[src/rtl/pipe_stage_skid.sv]
// Elastic pipeline-stage register: valid/ready handshake with a 2-entry skid buffer,
// registered in_ready, synchronous flush, bubble control masking and saturating perf counters.
module pipe_stage_skid #(
  parameter int DATA_W = 128,
  parameter int CTRL_W = 4,
  parameter int CNT_W  = 16
) (
  input  logic              clk,
  input  logic              rst_n,
  input  logic              in_valid,
  output logic              in_ready,
  input  logic [DATA_W-1:0] in_data,
  input  logic [CTRL_W-1:0] in_ctrl,
  output logic              out_valid,
  input  logic              out_ready,
  output logic [DATA_W-1:0] out_data,
  output logic [CTRL_W-1:0] out_ctrl,
  input  logic              flush,
  output logic [1:0]        occupancy,
  output logic [CNT_W-1:0]  stall_cnt,
  output logic [CNT_W-1:0]  starve_cnt,
  input  logic              cnt_clr
);

  // Encoding doubles as the occupancy count.
  localparam logic [1:0] EMPTY = 2'd0;
  localparam logic [1:0] ONE   = 2'd1;
  localparam logic [1:0] FULL  = 2'd2;

  logic [1:0]        state_reg, state_next;
  logic [DATA_W-1:0] h_data_reg, s_data_reg;
  logic [CTRL_W-1:0] h_ctrl_reg, s_ctrl_reg;
  logic              in_ready_reg;
  logic [CNT_W-1:0]  stall_reg, starve_reg;

  logic ix, ox;
  logic load_h_in, load_h_s, load_s;

  assign out_valid = (state_reg != EMPTY);
  assign ix        = in_valid & in_ready_reg;
  assign ox        = out_valid & out_ready;

  always_comb begin
    state_next = state_reg;
    load_h_in  = 1'b0;
    load_h_s   = 1'b0;
    load_s     = 1'b0;
    case (state_reg)
      EMPTY: begin
        if (ix) begin
          load_h_in  = 1'b1;
          state_next = ONE;
        end
      end
      ONE: begin
        if (ix && !ox) begin
          load_s     = 1'b1;
          state_next = FULL;
        end else if (ix && ox) begin
          load_h_in  = 1'b1;
        end else if (ox) begin
          state_next = EMPTY;
        end
      end
      FULL: begin
        if (ox) begin
          load_h_s   = 1'b1;
          state_next = ONE;
        end
      end
      default: state_next = EMPTY;
    endcase
    // Flush drops held entries and any entry arriving this cycle.
    if (flush) begin
      state_next = EMPTY;
      load_h_in  = 1'b0;
      load_h_s   = 1'b0;
      load_s     = 1'b0;
    end
  end

  always_ff @(posedge clk or negedge rst_n) begin
    if (!rst_n) begin
      state_reg    <= EMPTY;
      in_ready_reg <= 1'b1;
      h_data_reg   <= '0;
      h_ctrl_reg   <= '0;
      s_data_reg   <= '0;
      s_ctrl_reg   <= '0;
    end else begin
      state_reg    <= state_next;
      in_ready_reg <= (state_next != FULL);
      if (load_h_in) begin
        h_data_reg <= in_data;
        h_ctrl_reg <= in_ctrl;
      end else if (load_h_s) begin
        h_data_reg <= s_data_reg;
        h_ctrl_reg <= s_ctrl_reg;
      end
      if (load_s) begin
        s_data_reg <= in_data;
        s_ctrl_reg <= in_ctrl;
      end
    end
  end

  always_ff @(posedge clk or negedge rst_n) begin
    if (!rst_n) begin
      stall_reg  <= '0;
      starve_reg <= '0;
    end else if (cnt_clr) begin
      stall_reg  <= '0;
      starve_reg <= '0;
    end else begin
      if (out_valid && !out_ready && !(&stall_reg))
        stall_reg <= stall_reg + 1'b1;
      if (!out_valid && out_ready && !(&starve_reg))
        starve_reg <= starve_reg + 1'b1;
    end
  end

  assign in_ready   = in_ready_reg;
  assign out_data   = h_data_reg;
  assign out_ctrl   = out_valid ? h_ctrl_reg : '0;
  assign occupancy  = state_reg;
  assign stall_cnt  = stall_reg;
  assign starve_cnt = starve_reg;

endmodule
[config.mk]
export PLATFORM = sky130hd
export DESIGN_NAME = pipe_stage_skid
export DESIGN_NICKNAME = d
export VERILOG_FILES = /design/src/rtl/pipe_stage_skid.sv
export SDC_FILE = /design/constraint.sdc
export NUM_CORES = 1
export LEC_CHECK = 0
export ABC_CLOCK_PERIOD_IN_PS = 1700
export CAP_MARGIN = 20
export CORE_ASPECT_RATIO = 2
export CORE_MARGIN = 4
export CORE_UTILIZATION = 45
export CTS_CLUSTER_DIAMETER = 200
export DETAILED_ROUTE_END_ITERATION = 12
export MAX_ROUTING_LAYER = met4
export PLACE_DENSITY = 0.74
export SLEW_MARGIN = 20
export SYNTH_ARGS = -nofsm -noshare
export SYNTH_HDL_FRONTEND = slang
export SYNTH_SLANG_ARGS = --single-unit
[constraint.sdc]
create_clock -name clk -period 1.7 [get_ports clk]
set_input_delay 0.34 -clock clk [delete_from_list [all_inputs] [get_ports clk]]
set_output_delay 0.34 -clock clk [all_outputs]
set_load 0.01 [all_outputs]
Word level (Yosys, flattened, before mapping)
Cells that the tools add are included.
{"block": "word_totals", "rom_bits": 0, "ramBits": 0, "ff_bits": 299, "out_inout_bits": 168, "in_bits": 138, "latch_bits": 0, "n_memories": 0}
{"block": "classes", "mul": 0, "n_reduce_logical": 18, "n_eq_ne": 3, "addsub": 2, "n_div": 0, "bitwise": 2, "n_mux": 27, "order_cmp": 0, "shifts": 0}
{"cell": "$mux 128", "n": 2}
{"cell": "$mux 16", "n": 4}
{"cell": "$add 16x1->16 const B", "n": 2}
{"cell": "$reduce_and 16->1", "n": 2}
{"cell": "$mux 2", "n": 6}
{"cell": "$mux 4", "n": 3}
{"cell": "$mux 1", "n": 10}
{"cell": "$reduce_bool 2->1", "n": 4}
{"cell": "$logic_and 1x1->1", "n": 6}
{"cell": "$pmux 2 s3", "n": 1}
{"cell": "$logic_not 1->1", "n": 5}
{"cell": "$and 1x1->1", "n": 2}
{"cell": "$eq 2x1->1 const B", "n": 1}
{"cell": "$eq 2x2->1 const B", "n": 1}
{"cell": "$logic_not 2->1", "n": 1}
{"cell": "$ne 2x2->1 const B", "n": 1}
{"cell": "$pmux 1 s2", "n": 1}

Logic depth before layout (Yosys ltp)
Gate-level depths: netlist (run 1).
{"block": "logic_depth", "ltp_word": 8, "depth_mapped": 8, "depth_no_buf": 5}

Least setup slack after synthesis (run 1)
No wires, ideal clock.
{"block": "synth_path", "kind": "reg2reg", "startpoint": "register stall_reg[0] (netlist: stall_cnt[0])", "endpoint": "register stall_reg[7] (netlist: stall_cnt[7])", "path_slack_ns": -0.237, "t_required_ns": 1.622, "stages_incl_launch_ff": 8, "arrival_ns": 1.859, "setup_time_ns": 0.078, "period_less_slack_ns": 1.937, "path_buffers": 2, "cell_sequence": "dfrtp_1 -> ha_1 -> clkbuf_1 -> and4_1 -> and4bb_1 -> buf_2 -> or4_1 -> a21oi_1"}
{"block": "synth_between", "elab_chain_cells": 4, "word_cells_on_any_way": 7, "classes_between": "add/sub: 1; mux: 2; reduce/logical: 4"}
{"item": "from (decl)", "line_no": "34", "text": "logic [CNT_W-1:0] stall_reg, starve_reg;"}
{"item": "from (signal assigned)", "line_no": "116", "text": "stall_reg <= stall_reg + 1'b1;"}
{"item": "parallel branches: the longest is 4 deep, another holds $add 16x1->16"}
Parallel ways; which one is timed is not known. The select of a mux whose other input is x is not followed.
A chain may end at the register's enable or synchronous reset.

Worst setup path after layout (run 1)
{"block": "layout_path", "startpoint": "register state_reg[0] (netlist: occupancy[0])", "endpoint": "register starve_reg[15] (netlist: starve_cnt[15])"}
{"block": "layout_between", "elab_chain_cells": 5}
{"item": "from (decl)", "line_no": "30", "text": "logic [1:0] state_reg, state_next;"}
{"item": "from (signal assigned)", "line_no": "91", "text": "state_reg <= state_next;"}
{"item": "$reduce_bool 2->1", "line_no": "39", "text": "assign out_valid = (state_reg != EMPTY);"}
{"item": "$logic_not 1->1", "line_no": "117", "text": "if (!out_valid && out_ready && !(&starve_reg))"}
{"item": "$logic_and 1x1->1 (2 in a row)", "line_no": "117"}
{"item": "$reduce_bool 2->1 (no source line)"}
{"item": "to (signal assigned)", "line_no": "118", "text": "starve_reg <= starve_reg + 1'b1;"}
{"item": "to (decl)", "line_no": "34"}
No other way between the ends.

==> results.md, run 1 <==
Clock network:
- Clock-pin slew was measured on the worst setup and hold paths at 0.07 ns.
- TritonCTS built the clock tree.
- The root buffer cell is clkbuf_16.
- The clock passes through at most 3 buffers.
- The CTS H-tree depth is 1.
- The insertion delay to the later sink of the worst-skew pair is 0.56 ns.
- The CTS buffer count is 27.
- The number of sinks driven by the clock tree is 299.

Setup path:
- In this run the critical register-to-register path is captured at starve_cnt[15]$_DFFE_PN0P_.
- The kind of launch point of the worst setup path is a flop.
- Of all nets on the critical path, the largest fanout is 6.
- The largest individual stage delay along the critical path comes from the cell dfrtp_2.
- The family with the most delay on the worst path is simple AND/OR/NAND/NOR gates.
- The type of destination of the critical path is a flop.
- STA puts the critical path data arrival time at 2.32 ns.
- The critical setup path kind is reg -> reg.
- The delay of the slowest cell on the worst path is 0.43 ns.
- The most frequent cell on the critical path is buf_6.
- The required time at the endpoint of the critical path is 2.12 ns.
- The launch point of the worst reg-to-reg path is occupancy[0]$_DFF_PN0_.
- Traced cell by cell, the critical path runs through buf_6, buf_6, nor3b_4, buf_6, nand4_4, nor4b_2, mux2_1.
- Measured in cells, the most critical reg-to-reg path has a length of 7.
- The minimum setup slack among reg-to-reg paths is -0.20 ns.
- The count of buffering cells on the critical path with inverters included is 3.

Drt:
- The number of DRC markers in iteration 0 is 567.
- The routed wire length per instance is about 24 µm.
- Across all layers, the routed design uses about 11000 vias.
- After detailed routing, the number of vias per cell comes to 5.640.
- In this run the remaining antenna-violating nets after routing total 0.
- The total wirelength of the detailed-routed design is 45.29 mm.
- The detailed-routing iteration count for the pre-antenna-repair pass is 5.
- The remaining routing DRC violations is 0.

Layout:
- The fraction of layout instances using a drive strength above 1 is 0.3985.
- Relative to the synthesized area, the layout overhead comes to 62.18%.
- Excluding fillers, the count of instances in the completed layout stands at 1916.
- Measured on the finished design, the core utilization comes to 0.7381.
- The final net count is 1674.
- The post-route standard cell area excluding fillers is between 0.02 and 0.025 mm².

Synth:
- For this run, the leading register cell type out of synthesis is dfrtp_1.
- After synthesis, the most frequently instantiated cells are dfrtp_1 (298), nand2_1 (280), a22oi_1 (132).
- The synthesized design contains 299 register bits.
- Yosys attributes the largest share of cell area to dfrtp_1 (60%), mux2_2 (10%), nand2_1 (8.4%), a22oi_1 (7.9%), mux2_1 (2.3%).
- A synthesized cell averages 11.61 µm².
- Of the post-synthesis cell area, the dominant cell type holds 0.5971.
- Counting flops with a built-in enable in the synthesized netlist gives 0.
- The total standard cell area after synthesis is 0.01249 mm².
- After synthesis, the share of flip-flops with an asynchronous set or reset is 1.000.
- The total nets after synthesis is 1216.
- The total number of yosys warnings is 0.
- The number of cells produced by synthesis is 1076.
- The sequential fraction of the synthesis area is 0.5992.
- The number of different library cells used by synthesis comes to 47.
- The largest area contributor in the synthesized netlist is dfrtp_1.
- The most numerous cell in the Yosys netlist is dfrtp_1.

Floorplanning:
- The standard-cell row count is 86.
- In this run the count of I/O pins placed on the die edge is 306.
- The floorplan step defined a die boundary enclosing 0.03064 mm².
- The die extent in x is between 100 and 150 µm.
- The height of the die is 243.6 µm.
- The region available for standard cell placement spans around 0.027 mm².
- The initial utilization of the core area, before any placement, comes to 0.4551.

Global routing:
- Global routing finished with a remaining overflow of 0.
- Entering global routing, the biggest net connects 57 pins.
- The via count of the first global-routing pass is 10946.
- In the global route stage, overall resource usage came out at 0.2523.
- The first global-routing pass estimated about 60 mm of wire.
- The initial antenna violation count is 13.

STA:
- Setup violations remaining at the end of the flow were counted as 270.
- On the final layout, the worst clock skew is 0.01755 ns.
- The final period demand of the worst path is ~1.9 ns.
- The max-slew violation count is 0.
- The fmax is 525.5 MHz.
- Setup repair after global routing could not meet its margin everywhere.
- The total count of hold-check failures in the final report is 0.
- In the finished design, the share of the clock period the worst path needs comes to 1.119.
- In the post-route analysis, the smallest setup slack over all paths is -0.2029 ns.
- The worst relative slew slack is 0.6788.
- At the pin with the least slew margin, the transition time is 0.4819 ns.

Run status:
- The final reports fail on setup timing.
- The flow ran to the end, but the final reports show violations.

Placement:
- Buffers placed on the I/O ports in this run total about 310.
- Once detailed placement completed, the half-perimeter wirelength came to 26.18 mm.
- In this run the cell area measured after placement is 0.01679 mm².
- The placed cell count is between 1500 and 2000.
- The weighted congestion reported at the end of routability-driven placement is 0.8717.

Min path:
- The kind of path behind the tightest hold check is in -> async.

Power and ir drop:
- Dividing total power by cell area gives a power density of 1008 mW/mm².
- For this design the static power due to leakage is 9.582 nW.
- VDD sags by at most 0.8513 mV.

Flow run:
- Across the run, the number of max-cap violations was 0.
how the worst max path moves through the flow:
stage,from,end,slack (ns),depth (start not counted)
after floorplan,stall_cnt[1]$_DFFE_PN0P_,stall_cnt[7]$_DFFE_PN0P_,-0.13,7
after global placement,out_ready,starve_cnt[9]$_DFFE_PN0P_,-0.42,5
after detailed placement,out_ready,starve_cnt[10]$_DFFE_PN0P_,-0.49,5
after CTS,occupancy[0]$_DFF_PN0_,out_ctrl[3],-0.25,4
after global routing,occupancy[1]$_DFF_PN0_,out_data[31]$_DFFE_PN0P_,-0.24,9
final,occupancy[0]$_DFF_PN0_,starve_cnt[15]$_DFFE_PN0P_,-0.20,7
logic make-up (layout without fill, tap and decap cells):
group                    after synthesis  count (layout)  synth area share
AND/OR/NAND/NOR                      368             373            0.1356
flip-flops                           299             299            0.5992
AO/OA/AOI/OAI                        193             193            0.1103
multiplexers                         138             138            0.1243
buffers and inverters                 76             546           0.02855
adder cells (fa/ha/maj)                2               2          0.002003
other                                  0              13                 0
area by class of cell:
cell class	instances	area (µm²)
clock inverters	9	76.32
fillers	1799	7186
flip-flops and latches	299	7486
clock buffers	37	733.2
inverters	6	22.52
well taps	352	440.4
multi-input cells	706	5959
repair buffers	494	5503
diodes	13	32.53
metrics by stage:
step | worst slack (ns) | hold slack (ns) | TNS, ns | power (mW)
after floorplan | -0.1271 | 0.04441 | -0.5114 | 11.25
after global placement | -0.4241 | 0.2995 | -83.14 | 13.55
after detailed placement | -0.4895 | 0.3038 | -87.14 | 13.77
after CTS | -0.2466 | 0.2918 | -43.00 | 19.45
after global routing | -0.2428 | 0.3207 | -37.51 | 21.30
final | -0.2029 | 0.2934 | -23.20 | 20.41
cell usage in the layout, fill, tap and decap left out, drive strengths merged, types with 2 or more instances in the layout:
cell type / synthesis / final
a21oi: 26 / 26
a22oi: 132 / 132
and2: 5 / 6
and3: 2 / 2
and4: 4 / 4
and4bb: 3 / 3
buf: 48 / 172
clkbuf: 22 / 64
clkdlybuf4s15: 0 / 20
clkdlybuf4s50: 0 / 136
clkinv: 0 / 6
dfrtp: 298 / 298
diode: 0 / 13
dlygate4sd2: 0 / 138
ha: 2 / 2
inv: 6 / 7
mux2: 137 / 137
nand2: 280 / 284
nand3: 9 / 9
nand4: 11 / 11
nor2: 9 / 9
nor2b: 10 / 10
nor3: 6 / 6
nor3b: 2 / 2
nor4b: 2 / 2
o21a: 5 / 5
o21ai: 8 / 8
o311ai: 2 / 2
o31ai: 14 / 14
o41ai: 2 / 2
or3: 9 / 9
or4: 13 / 13
timing repair:
item / in CTS / in global routing
gates cloned: 7 / 40
endpoints found under the hold margin: 42 / 0
pin swaps: 18 / 143
setup endpoints to repair: 199 / 304
buffers inserted: 20 / 32
hold buffers: 1 / 0
resized for setup: 265 / 334
per-layer routing:
layer / global-route usage / vias up / share of wire
met5: - / - / 0
met4: 0.1548 / 0 / 0.063
met3: 0.03401 / 128 / 0.043
met2: 0.4453 / 415 / 0.56
met1: 0.2641 / 5489 / 0.34
li1: - / 4774 / -
report_power, final:
part / leakage (nW) / total, mW / internal [mW] / switching, mW
Clock: 0.399 / 5.84 / 3.16 / 2.68
Combinational: 5.44 / 4.78 / 2.70 / 2.08
Sequential: 3.74 / 9.78 / 8.67 / 1.11
Total: 9.58 / 20.4 / 14.5 / 5.88
Note: power is estimated with default switching activity, not from simulation.
==> run 2, diff against run 1 <==
- SLEW_MARGIN: 20 -> 25
==> results of run 2 <==
The final DEF is identical to that of run 1; final timing and power are the same.
